### src/rtl/dpcm_pkg.sv
// Shared DPCM definitions: default widths, sample/residual types and decoder states.
// The encoder side imports the same package.
package dpcm_pkg;

   localparam int DEF_DATA_W = 8;
   localparam int DEF_DIFF_W = 8;

   typedef logic        [DEF_DATA_W-1:0] sample_t;
   typedef logic signed [DEF_DIFF_W-1:0] residual_t;

   typedef enum logic [1:0] {
      IDLE = 2'd0,
      CALC = 2'd1,
      EMIT = 2'd2
   } dpcm_dec_state_t;

   function automatic int max_int(input int a, input int b);
      return (a > b) ? a : b;
   endfunction

endpackage

### src/rtl/dpcm_sat_add.sv
// Combinational unsigned base plus signed residual, clamped to the unsigned sample range.
module dpcm_sat_add
   import dpcm_pkg::*;
#(
   parameter int DATA_W = DEF_DATA_W,
   parameter int DIFF_W = DEF_DIFF_W
) (
   input  logic        [DATA_W-1:0] base,
   input  logic signed [DIFF_W-1:0] residual,
   output logic        [DATA_W-1:0] result,
   output logic                     sat
);

   // Two guard bits hold both the negative range and the carry out of the sample width.
   localparam int SUM_W = max_int(DATA_W, DIFF_W) + 2;
   localparam logic signed [SUM_W-1:0] MAX_VAL = {{(SUM_W-DATA_W){1'b0}}, {DATA_W{1'b1}}};

   logic signed [SUM_W-1:0] base_ext;
   logic signed [SUM_W-1:0] res_ext;
   logic signed [SUM_W-1:0] sum;

   assign base_ext = {{(SUM_W-DATA_W){1'b0}}, base};
   assign res_ext  = {{(SUM_W-DIFF_W){residual[DIFF_W-1]}}, residual};
   assign sum      = base_ext + res_ext;

   always_comb begin
      result = sum[DATA_W-1:0];
      sat    = 1'b0;
      if (sum[SUM_W-1]) begin
         result = '0;
         sat    = 1'b1;
      end else if (sum > MAX_VAL) begin
         result = '1;
         sat    = 1'b1;
      end
   end

endmodule

### src/rtl/dpcm_decoder.sv
// DPCM decoder: rebuilds samples as clamp(prediction + residual) through an
// IDLE/CALC/EMIT handshake, one sample in flight at a time.
module dpcm_decoder
   import dpcm_pkg::*;
#(
   parameter int                DATA_W    = DEF_DATA_W,
   parameter int                DIFF_W    = DEF_DIFF_W,
   parameter logic [DATA_W-1:0] PRED_INIT = '0,
   parameter int                CNT_W     = 16
) (
   input  logic                     clk,
   input  logic                     reset,
   input  logic                     in_valid,
   output logic                     in_ready,
   input  logic signed [DIFF_W-1:0] in_residual,
   input  logic                     in_sof,
   output logic                     out_valid,
   input  logic                     out_ready,
   output logic        [DATA_W-1:0] out_sample,
   output logic                     out_sof,
   output logic                     out_sat,
   output logic        [CNT_W-1:0]  sat_count,
   output logic        [1:0]        state_o
);

   localparam logic [1:0] ST_IDLE = IDLE;
   localparam logic [1:0] ST_CALC = CALC;
   localparam logic [1:0] ST_EMIT = EMIT;

   logic        [1:0]        state;
   logic signed [DIFF_W-1:0] res_q;
   logic                     sof_q;
   logic        [DATA_W-1:0] predictor;
   logic        [DATA_W-1:0] base;
   logic        [DATA_W-1:0] clamped;
   logic                     clamp_sat;

   // A start-of-frame residual ignores the running predictor and restarts from the seed.
   assign base = sof_q ? PRED_INIT : predictor;

   dpcm_sat_add #(
      .DATA_W(DATA_W),
      .DIFF_W(DIFF_W)
   ) u_sat_add (
      .base    (base),
      .residual(res_q),
      .result  (clamped),
      .sat     (clamp_sat)
   );

   assign in_ready  = (state == ST_IDLE);
   assign out_valid = (state == ST_EMIT);
   assign state_o   = state;

   always_ff @(posedge clk or posedge reset) begin
      if (reset) begin
         state      <= ST_IDLE;
         res_q      <= '0;
         sof_q      <= 1'b0;
         predictor  <= PRED_INIT;
         out_sample <= '0;
         out_sof    <= 1'b0;
         out_sat    <= 1'b0;
         sat_count  <= '0;
      end else begin
         case (state)
            ST_IDLE: begin
               if (in_valid) begin
                  res_q <= in_residual;
                  sof_q <= in_sof;
                  state <= ST_CALC;
               end
            end
            ST_CALC: begin
               out_sample <= clamped;
               out_sof    <= sof_q;
               out_sat    <= clamp_sat;
               predictor  <= clamped;
               if (clamp_sat && (sat_count != '1)) begin
                  sat_count <= sat_count + CNT_W'(1);
               end
               state <= ST_EMIT;
            end
            ST_EMIT: begin
               if (out_ready) begin
                  state <= ST_IDLE;
               end
            end
            default: state <= ST_IDLE;
         endcase
      end
   end

endmodule

### config.mk
export PLATFORM = sky130hd
export DESIGN_NAME = dpcm_decoder
export DESIGN_NICKNAME = d
export VERILOG_FILES = /design/src/rtl/dpcm_pkg.sv /design/src/rtl/dpcm_sat_add.sv /design/src/rtl/dpcm_decoder.sv
export SDC_FILE = /design/constraint.sdc
export NUM_CORES = 1
export LEC_CHECK = 0
export BUFFER_PORTS_ARGS = -buffer_cell sky130_fd_sc_hd__buf_2
export CAP_MARGIN = 10
export CORE_UTILIZATION = 25
export DETAILED_ROUTE_END_ITERATION = 6
export PLACE_DENSITY = 0.41
export SYNTH_ARGS = -nofsm -noshare
export SYNTH_HDL_FRONTEND = slang
export SYNTH_SLANG_ARGS = --single-unit
export TNS_END_PERCENT = 100
### constraint.sdc
create_clock -name clk -period 7.92 [get_ports clk]
set_clock_uncertainty 0.1 [all_clocks]
set_input_delay 0.396 -clock clk [delete_from_list [all_inputs] [get_ports clk]]
set_output_delay 0.396 -clock clk [all_outputs]
set_load 0.02 [all_outputs]
==> run summary, run 1 <==
=====================================================================================================
Result of the run                                                                        complete, no violations
Count of pins on the block boundary                                                                43
Die Footprint                                                                                8530 um2
DIE WIDTH                                                                                     92.4 um
Final count of hold timing violations                                                               0
Worst hold-check path type                                                                   in2async
Iteration-0 DRC Markers                                                                            75
Largest net degree at the start of global routing                                                  38
Combinational cell fraction of total power                                                      53.0%
Antenna violations before repair                                                                    0
Postcts setup bufs                                                                                  0
Leading post-synthesis cells by cell area                                                dfrtp_1 45%, xor2_1 6.4%, ha_1 6.1%, mux2_2 5.5%, a22o_1 3.4%
Worst Path Buf+Inv                                                                                  2
Minimum period implied by the final worst setup slack                                         3.02 ns
Height of the die                                                                             92.4 um
Std cell rows                                                                                      32
Final net count                                                                                   263
Pwr per Cell Area                                                                          381 nW/um2
DRC Markers                                                                                         0
Basic-gate share of the synthesized area counting and, or, nand and nor cells                   18.8%
Post-synthesis cell type with the largest combined area                                       dfrtp_1
Detailed-route wire length per cell                                                           14.2 um
Combinational family with the most area after synthesis                                  simple AND/OR/NAND/NOR gates
Global-route layer with the greatest usage                                                       met2
Depth of the worst register-to-register path                                                       11
Final GP Congestion                                                                             0.771
Switching part of the total                                                                     45.1%
Number of warnings issued by yosys                                                                  0
Combined area of all synthesized cells                                                       2040 um2
Complex-gate fraction of the synthesized area                                                   10.8%
Most instantiated flip-flop cell in the synthesis netlist                                     dfrtp_1
Sequential-to-total area share from yosys stat                                                  45.3%
Cell area reported after detailed placement                                                  2370 um2
Final-report max-slew violation count                                                               0
Per-cell via count in the routed design                                                          4.55
Post-synthesis average cell area                                                             10.6 um2
Setup Slack @ Placement                                                                       4.89 ns
Number of buffers inserted by port buffering                                                       42
Proportion of synthesized area in mux cells                                                     6.19%
RSZ-0062 raised after global routing                                                               no
GR met3 Demand/Resource                                                                         2.71%
Measured slew at the worst slew-check pin                                                    0.832 ns
Half-perimeter wire length after placement                                                    3390 um
Starting Density                                                                                26.2%
Arrival @ worst endpoint                                                                      3.10 ns
CTS Hold Bufs                                                                                       0
Cell with the biggest individual delay on the critical path                                   dfrtp_1
CP max FO                                                                                          24
Async set or reset register ratio after synthesis                                                100%
Xor/xnor share of the synthesized area                                                          8.15%
Share of the synthesized area in the top cell type                                              45.3%
Clk_lat worst skew                                                                            0.29 ns
Global Route met2 Usage                                                                         18.5%
Post-Synthesis Cells                                                                              193
Fraction of layout cells with a size suffix above 1                                             27.5%
Flop pwr share                                                                                  33.0%
Flops & latches, synth                                                                             37
Worst IR drop on VDD                                                                           104 uV
Cell chain of the critical path                                                          nor2b_1 > ha_1 > inv_1 > fa_1 > nand2b_1 > a21oi_1 > a221oi_2 > mux2i_2 > buf_4 > nor2_1 > mux2_2
Count of antenna-violating nets left after detailed routing                                         0
Via Count                                                                                        1557
Setup TNS                                                                                        0 ns
Family of cells with the greatest summed delay on the critical path                       adder cells
Kind of start point of the critical path                                                     register
Number of diodes                                                                                    0
Final Cell Area                                                                              2450 um2
Maximum capacitance violations                                                                      0
Maximum level of the CTS H-tree                                                                     2
Aggregate global routing overflow                                                                   0
Ratio of final minimum period to clock period                                                   38.1%
WL final                                                                                      4840 um
Most repeated cell in the gate-level netlist after synthesis                                  dfrtp_1
Share of total power in the clock network                                                       14.0%
Post-synthesis share of cell area spent on full adders, half adders and majority gates          7.11%
CP Capture Type                                                                              register
Clock tree root driver cell                                                                  clkbuf_8
Most instantiated cells after synthesis                                                  37 x dfrtp_1, 15 x xor2_1, 12 x inv_1, 12 x nand2_1
Crit path setup slack, layout                                                                 4.90 ns
Required @ worst endpoint                                                                     8.00 ns
Vias in the first global route                                                                   1647
Post-synth EDFFs                                                                                    0
Post-synth net total                                                                              217
Clock slew at reported path FFs                                                               0.08 ns
Switching Power                                                                              0.420 mW
Leakage power total                                                                           1.24 nW
Growth of design area from synthesis to finish                                                  20.0%
Internal portion of total power                                                              0.512 mW
Total CTS buffers                                                                                   5
Post-CTS sizing                                                                                     0
Sinks on the clock net                                                                             37
Worst hold slack after final layout                                                          0.101 ns
CTS max path bufs                                                                                   2
Layout fillers                                                                                    852
GR met1 Demand/Resource                                                                         17.7%
Crit Path Category                                                                            reg2reg
Core Box Area                                                                                7810 um2
Post-synth cell types                                                                              35
Worst slew margin                                                                               44.5%
Total routing usage reported by global routing                                                  12.4%
Top achievable clock speed                                                                  0.331 GHz
Total of endpoints with negative setup slack in the final report                                    0
Peak per-stage delay on the critical path                                                     0.50 ns
Router iterations before antenna repair                                                             3
Global-route wire length before repair                                                        8310 um
Count of cell instances traversed by the critical path                                             11
CTS tree                                                                                         done
=====================================================================================================
[worst paths after layout]
kind / endpoint / from / slack [ns]
max: sat_count[1] / sof_q / 4.90
min: out_sat / reset / 0.10
min reg2reg: sat_count[12] / sat_count[12] / 0.39
min in group clk: state_o[1] / out_ready / 0.21
max in group asynchronous: res_q[2] / reset / 7.28
max reg2reg: sat_count[1] / sof_q / 4.90
[worst min-delay path: cells and delay by family]
| family | cells | cell delay, ns |
|---|---|---|
| buffers and inverters | 3 | 0.53 |
[through the flow]
step	utilization (%)	cells	power (mW)
6_report	31.4	342	0.932
5_1_grt	31.4	342	1.02
4_1_cts	31.4	342	0.947
3_5_place_dp	30.3	334	0.811
3_3_place_gp	30.3	334	0.813
2_1_floorplan	-	193	0.682
[power groups by stage]
stage | clock network [mW] | registers (mW) | logic, mW
5_1_grt | 0.144 | 0.322 | 0.552
6_report | 0.130 | 0.308 | 0.494
2_1_floorplan | 0 | 0.344 | 0.338
4_1_cts | 0.136 | 0.310 | 0.500
3_5_place_dp | 0 | 0.314 | 0.497
3_3_place_gp | 0 | 0.314 | 0.499
[flip-flops by register name, summed over array words and instances, names as in the netlist]
signal / flops
out_sample: 8
out_sat: 1
out_sof: 1
res_q: 8
sat_count: 16
sof_q: 1
state_o: 2
[per-layer routing]
metal  vias up  part of all wire (%)
li1        778                     -
met1       742                    52
met2        31                    43
met3         6                   3.6
met4         0                   1.4
met5         -                     0
[placed cells by master, fill, tap and decap left out, types with 4 or more instances in the layout]
cell | netlist | layout
nand2b_1 | 7 | 7
clkbuf_8 | 0 | 5
and3_1 | 5 | 5
ha_1 | 10 | 10
a22o_1 | 8 | 8
dfrtp_1 | 37 | 37
xnor2_1 | 4 | 4
nor2_1 | 7 | 7
nand3_1 | 10 | 10
nor3_1 | 10 | 10
o21ai_0 | 7 | 7
nand2_1 | 12 | 12
inv_1 | 12 | 12
a21oi_1 | 6 | 6
buf_2 | 1 | 42
mux2_2 | 10 | 10
nor2b_1 | 6 | 6
xor2_1 | 15 | 15
[area by class of cell]
type                    instances  area (um2)  area share, %
inverters                      12        45.0           1.84
repair buffers                 44         225           9.19
clock inverters                 2        10.0          0.409
flip-flops and latches         37         926           37.8
clock buffers                   6        72.6           2.96
well taps                     102         128           5.21
multi-input cells             139        1040           42.6
[kinds of logic (layout without fill, tap and decap cells)]
family | Yosys count | after routing
simple gates | 67 | 67
flops | 37 | 37
compound gates | 31 | 31
xor+xnor | 19 | 19
buf+inv | 17 | 64
fa+ha+maj | 11 | 11
mux | 11 | 11
Note: power is estimated with default switching activity, not from simulation.
==> run 2: changes to the inputs <==
==> constraint.sdc (replaced) <==
create_clock -name clk -period 3 [get_ports clk]
set_clock_uncertainty 0.1 [all_clocks]
set_input_delay 0.15 -clock clk [delete_from_list [all_inputs] [get_ports clk]]
set_output_delay 0.15 -clock clk [all_outputs]
set_load 0.02 [all_outputs]
==> run 2 against run 1 <==
- critical path depth stayed put
- setup slack worse by 4.7 ns
- sequential share of layout area is 2.6 points lower
- largest cell class unchanged
==> run summary, run 2 (synthesis gave the netlist of run 1 again) <==
===============================================================================
Result of the run                                                  complete, no violations
Number of buffers inserted by port buffering                                 42
Via Count                                                                  1604
CP Capture Type                                                        register
Height of the die                                                       92.4 um
Met3 routed wirelength                                                   166 um
CTS tree                                                                   done
Total CTS buffers                                                             5
Growth of design area from synthesis to finish                            28.9%
Starting Density                                                          26.2%
Final Cell Area                                                        2630 um2
Global-route wire length before repair                                  8340 um
Crit Path Category                                                      reg2reg
Die Footprint                                                          8530 um2
Length of routed met2 wiring                                            2150 um
Cell with the biggest individual delay on the critical path             dfrtp_1
Leakage power total                                                     1.32 nW
Number of diodes                                                              0
Final-report max-slew violation count                                         0
Top routing layer in use                                                   met4
Minimum period implied by the final worst setup slack                   2.76 ns
Postcts setup bufs                                                            0
Per-cell via count in the routed design                                    4.51
Cell area reported after detailed placement                            2400 um2
Total of endpoints with negative setup slack in the final report              0
Iteration-0 DRC Markers                                                      57
Worst IR drop on VDD                                                     283 uV
Largest register FFs                                                         16
Total routing usage reported by global routing                            12.7%
Count of pins on the block boundary                                          43
Commonest non-fill, non-tap cell in the layout                            buf_2
Commonest cells after routing, fill and taps aside                 42 x buf_2, 37 x dfrtp_1, 15 x xor2_1, 12 x nand2_1, 12 x inv_1
Routed length on met1                                                   2560 um
Ratio of final minimum period to clock period                             91.9%
Std cell rows                                                                32
Final net count                                                             277
Measured slew at the worst slew-check pin                              0.691 ns
Half-perimeter wire length after placement                              3470 um
Top register by number of flip-flops                                  sat_count
Maximum level of the CTS H-tree                                               2
Peak per-stage delay on the critical path                               0.44 ns
Detailed-route wire length per cell                                     13.9 um
Fraction of layout cells with a size suffix above 1                       29.1%
CTS max path bufs                                                             2
Aggregate global routing overflow                                             0
CP max FO                                                                    13
Clk_lat worst skew                                                      0.29 ns
Final count of hold timing violations                                         0
Antenna violations before repair                                              0
Final GP Congestion                                                       0.730
Count of antenna-violating nets left after detailed routing                   0
Maximum capacitance violations                                                0
Router iterations before antenna repair                                       4
Clock slew at reported path FFs                                         0.08 ns
Pwr per Cell Area                                                   1020 nW/um2
DRC Markers                                                                   0
Core Box Area                                                          7810 um2
Vias in the first global route                                             1639
WL final                                                                4950 um
Required @ worst endpoint                                               3.11 ns
Worst hold-check path type                                               in2reg
Worst slew margin                                                         53.9%
Cell chain of the critical path                                    nor2b_1 > ha_1 > inv_1 > fa_1 > nand2b_1 > a21oi_2 > a221oi_2 > mux2i_2 > buf_6 > nor4_2 > xor2_1
Kind of start point of the critical path                               register
Setup TNS                                                                  0 ns
Largest net degree at the start of global routing                            38
DIE WIDTH                                                               92.4 um
Clock tree root driver cell                                            clkbuf_8
Biggest regs                                                       sat_count (16), out_sample (8), res_q (8)
Arrival @ worst endpoint                                                2.87 ns
Sinks on the clock net                                                       37
Top achievable clock speed                                            0.363 GHz
RSZ-0062 raised after global routing                                         no
===============================================================================
run 2: stage by stage:
step                      hold WS, ns  util (%)  worst slack, ns  std cells  power, mW
after detailed placement        0.205      30.8            0.133        339       2.20
after floorplan                 0.158         -            0.322        193       1.80
after CTS                    0.000143      33.4            0.107        356       2.69
after global placement          0.204      30.8            0.208        339       2.21
final                          0.0109      33.7            0.242        356       2.68
after global routing          0.00440      33.7          0.00435        356       2.92
run 2: worst paths after layout:
path	from	slack, ns	cells after the start	end
min in group asynchronous	reset	0.41	4	sat_count[0]
worst min-delay path	in_residual[3]	0.01	2	res_q[3]
worst min register to register	sat_count[14]	0.39	1	sat_count[14]
worst max register to register	sof_q	0.24	11	sat_count[6]
worst max-delay path	sof_q	0.24	11	sat_count[6]
max in group asynchronous	reset	2.05	4	sat_count[15]
run 2: worst max-delay path, delay by kind of cell, from the launching register on:
kind / cells / cell delay, ns
DFF: 1 / 0.44
buffers and inverters: 2 / 0.25
and+or+nand+nor: 3 / 0.63
muxes: 1 / 0.19
adders and majority gates: 2 / 0.57
AOI/OAI and AO/OA: 2 / 0.32
xor gates and xnor gates: 1 / 0.18
run 2: layout make-up:
cell class              instances  area, um2
repair buffers                 58        357
clock buffers                   7       86.3
flip-flops and latches         37        926
clock inverters                 1       30.0
well taps                     102        128
inverters                      12       45.0
fillers                       816       5180
multi-input cells             139       1060
run 2: where the power goes:
part,switching (mW),internal [mW],total [mW]
Sequential,0.146,0.665,0.810
Clock,0.181,0.271,0.453
Combinational,0.820,0.596,1.42
Total,1.15,1.53,2.68
run 2: repair_timing:
| item | 4_1_cts | 5_1_grt |
|---|---|---|
| hold endpoints to repair | 45 | 0 |
| resized for setup | 0 | 4 |
| setup endpoints to repair | 0 | 16 |
| hold buffers | 9 | 0 |
run 2: per-layer routing:
layer  track usage (%)  up-vias
li1                  -      803
met1              18.9      764
met2              18.2       31
met3              2.13        6
met4              4.69        0
met5                 0        -
==> run 3: changes to the inputs <==
--- a/config.mk
+++ b/config.mk
@@ -8,6 +8,7 @@
 export BUFFER_PORTS_ARGS = -buffer_cell sky130_fd_sc_hd__buf_2
 export CAP_MARGIN = 10
 export CORE_UTILIZATION = 25
+export CTS_BUF_LIST = sky130_fd_sc_hd__clkbuf_2
 export DETAILED_ROUTE_END_ITERATION = 6
 export PLACE_DENSITY = 0.41
 export SYNTH_ARGS = -nofsm -noshare
==> run 3 against run 2 <==
- register-to-register slack got worse by 0.06 ns
- maximum frequency decreased by 2.0%
- clock power decreased by 30%
- worst hold slack improved by 0.18 ns
- power decreased by 4.9%
- routed wire length increased by 0.42%
- flip-flop and latch count unchanged
- count of clock-buffer cells in the layout decreased by 1
- sequential share of layout area increased by 0.30 points
- critical endpoint is now sat_count[11]
- highest routed layer unchanged
==> run summary, run 3 (synthesis gave the netlist of run 1 again) <==
===============================================================================
Global-route wire length before repair                                  8370 um
Height of the die                                                       92.4 um
Pwr per Cell Area                                                    975 nW/um2
Ratio of final minimum period to clock period                             93.8%
Half-perimeter wire length after placement                              3470 um
Cell with the biggest individual delay on the critical path             dfrtp_2
Via Count                                                                  1617
Per-cell via count in the routed design                                    4.50
Count of pins on the block boundary                                          43
Top register by number of flip-flops                                  sat_count
Maximum capacitance violations                                                0
Share of total power in the clock network                                 12.4%
Sinks on the clock net                                                       37
Fraction of layout cells with a size suffix above 1                       29.6%
Switching part of the total                                               44.9%
Starting Density                                                          26.2%
Internal portion of total power                                         1.40 mW
RSZ-0062 raised after global routing                                         no
Flop pwr share                                                            31.7%
CTS tree                                                                   done
WL final                                                                4970 um
Total of endpoints with negative setup slack in the final report              0
Measured slew at the worst slew-check pin                              0.737 ns
Cell chain of the critical path                                    buf_4 > nor2b_1 > ha_1 > a21o_1 > a21o_1 > a221oi_2 > mux2i_2 > buf_4 > nor3_1 > xor2_1
Setup TNS                                                                  0 ns
Minimum period implied by the final worst setup slack                   2.82 ns
Top achievable clock speed                                            0.355 GHz
Hold path depth                                                               2
Router iterations before antenna repair                                       4
Worst slew margin                                                         50.9%
Switching Power                                                         1.14 mW
Count of antenna-violating nets left after detailed routing                   0
Clock tree root driver cell                                            clkbuf_2
Result of the run                                                  complete, no violations
Iteration-0 DRC Markers                                                      61
Layout fillers                                                              821
Std cell rows                                                                32
Depth of the worst register-to-register path                                 10
Die Footprint                                                          8530 um2
Worst IR drop on VDD                                                     294 uV
Peak per-stage delay on the critical path                               0.47 ns
Leakage power total                                                     1.32 nW
Worst hold slack after final layout                                    0.189 ns
Total routing usage reported by global routing                            12.7%
Number of buffers inserted by port buffering                                 42
CTS max path bufs                                                             2
Aggregate global routing overflow                                             0
Required @ worst endpoint                                               3.18 ns
Antenna violations before repair                                              0
Kind of start point of the critical path                               register
Combinational cell fraction of total power                                55.9%
Core Box Area                                                          7810 um2
CP max FO                                                                    13
Vias in the first global route                                             1648
Final GP Congestion                                                       0.730
Commonest non-fill, non-tap cell in the layout                            buf_2
Commonest cells after routing, fill and taps aside                 42 x buf_2, 36 x dfrtp_1, 15 x xor2_1, 12 x nand2_1, 12 x inv_1
Largest register FFs                                                         16
Clk_lat worst skew                                                      0.38 ns
Growth of design area from synthesis to finish                            27.9%
DIE WIDTH                                                               92.4 um
CP Capture Type                                                        register
Crit Path Category                                                      reg2reg
Final-report max-slew violation count                                         0
Largest net degree at the start of global routing                            38
Final count of hold timing violations                                         0
Final net count                                                             280
Detailed-route wire length per cell                                     13.8 um
Clock slew at reported path FFs                                         0.20 ns
Worst hold-check path type                                               in2reg
DRC Markers                                                                   0
Number of diodes                                                              0
Total CTS buffers                                                             5
Biggest regs                                                       sat_count (16), out_sample (8), res_q (8)
Maximum level of the CTS H-tree                                               2
Arrival @ worst endpoint                                                3.00 ns
===============================================================================
-- run 3: power by group through the flow --
stage          clock network, mW  registers [mW]  logic [mW]
2_1_floorplan                  0           0.908       0.892
3_3_place_gp                   0           0.824        1.39
3_5_place_dp                   0           0.823        1.38
4_1_cts                    0.337           0.812        1.40
5_1_grt                    0.353           0.843        1.59
6_report                   0.315           0.808        1.43
-- run 3: repair_timing --
action	4_1_cts	5_1_grt
hold buffers	11	0
buffers inserted	0	1
endpoints found under the setup margin	0	17
gates resized for setup	0	5
endpoints found under the hold margin	47	0
-- run 3: layout make-up --
type	count	area, um2	area share [%]
clock buffers	6	30.0	1.15
clock inverters	2	33.8	1.29
inverters	12	45.0	1.72
multi-input cells	139	1070	40.9
flip-flops and latches	37	927	35.5
well taps	102	128	4.89
repair buffers	61	380	14.6
-- run 3: worst paths after layout --
check	start	slack, ns	to
hold / removal	in_valid	0.19	state_o[0]
setup / recovery	sof_q	0.18	sat_count[11]
setup reg to reg	sof_q	0.18	sat_count[11]
max in group asynchronous	reset	2.16	sof_q
hold reg to reg	sat_count[14]	0.40	sat_count[14]
min in group asynchronous	reset	0.29	sat_count[0]
-- run 3: critical path: cells and delay by family, from the launching register on --
kind                       cells  cell delay [ns]
AOI/OAI and AO/OA              3             0.70
adders and majority gates      1             0.31
and+or+nand+nor                2             0.20
xor gates and xnor gates       1             0.17
DFF                            1             0.47
buffers and inverters          2             0.43
muxes                          1             0.33
-- run 3: per-layer routing --
metal	up-vias	part of all wire (%)	GRT usage, %
met5	-	0	0
met4	0	0.89	4.30
met3	2	2.9	2.05
met2	30	43	18.3
met1	776	53	19.0
li1	809	-	-
-- run 3: per-stage QoR --
stage	instances	power (mW)	util [%]	cell area [um2]	setup WS (ns)
3_3_place_gp	339	2.21	30.8	2400	0.208
4_1_cts	358	2.55	33.0	2580	0.0902
6_report	359	2.55	33.5	2610	0.185
2_1_floorplan	193	1.80	-	2040	0.322
5_1_grt	359	2.79	33.5	2610	0.00437
3_5_place_dp	339	2.20	30.8	2400	0.133
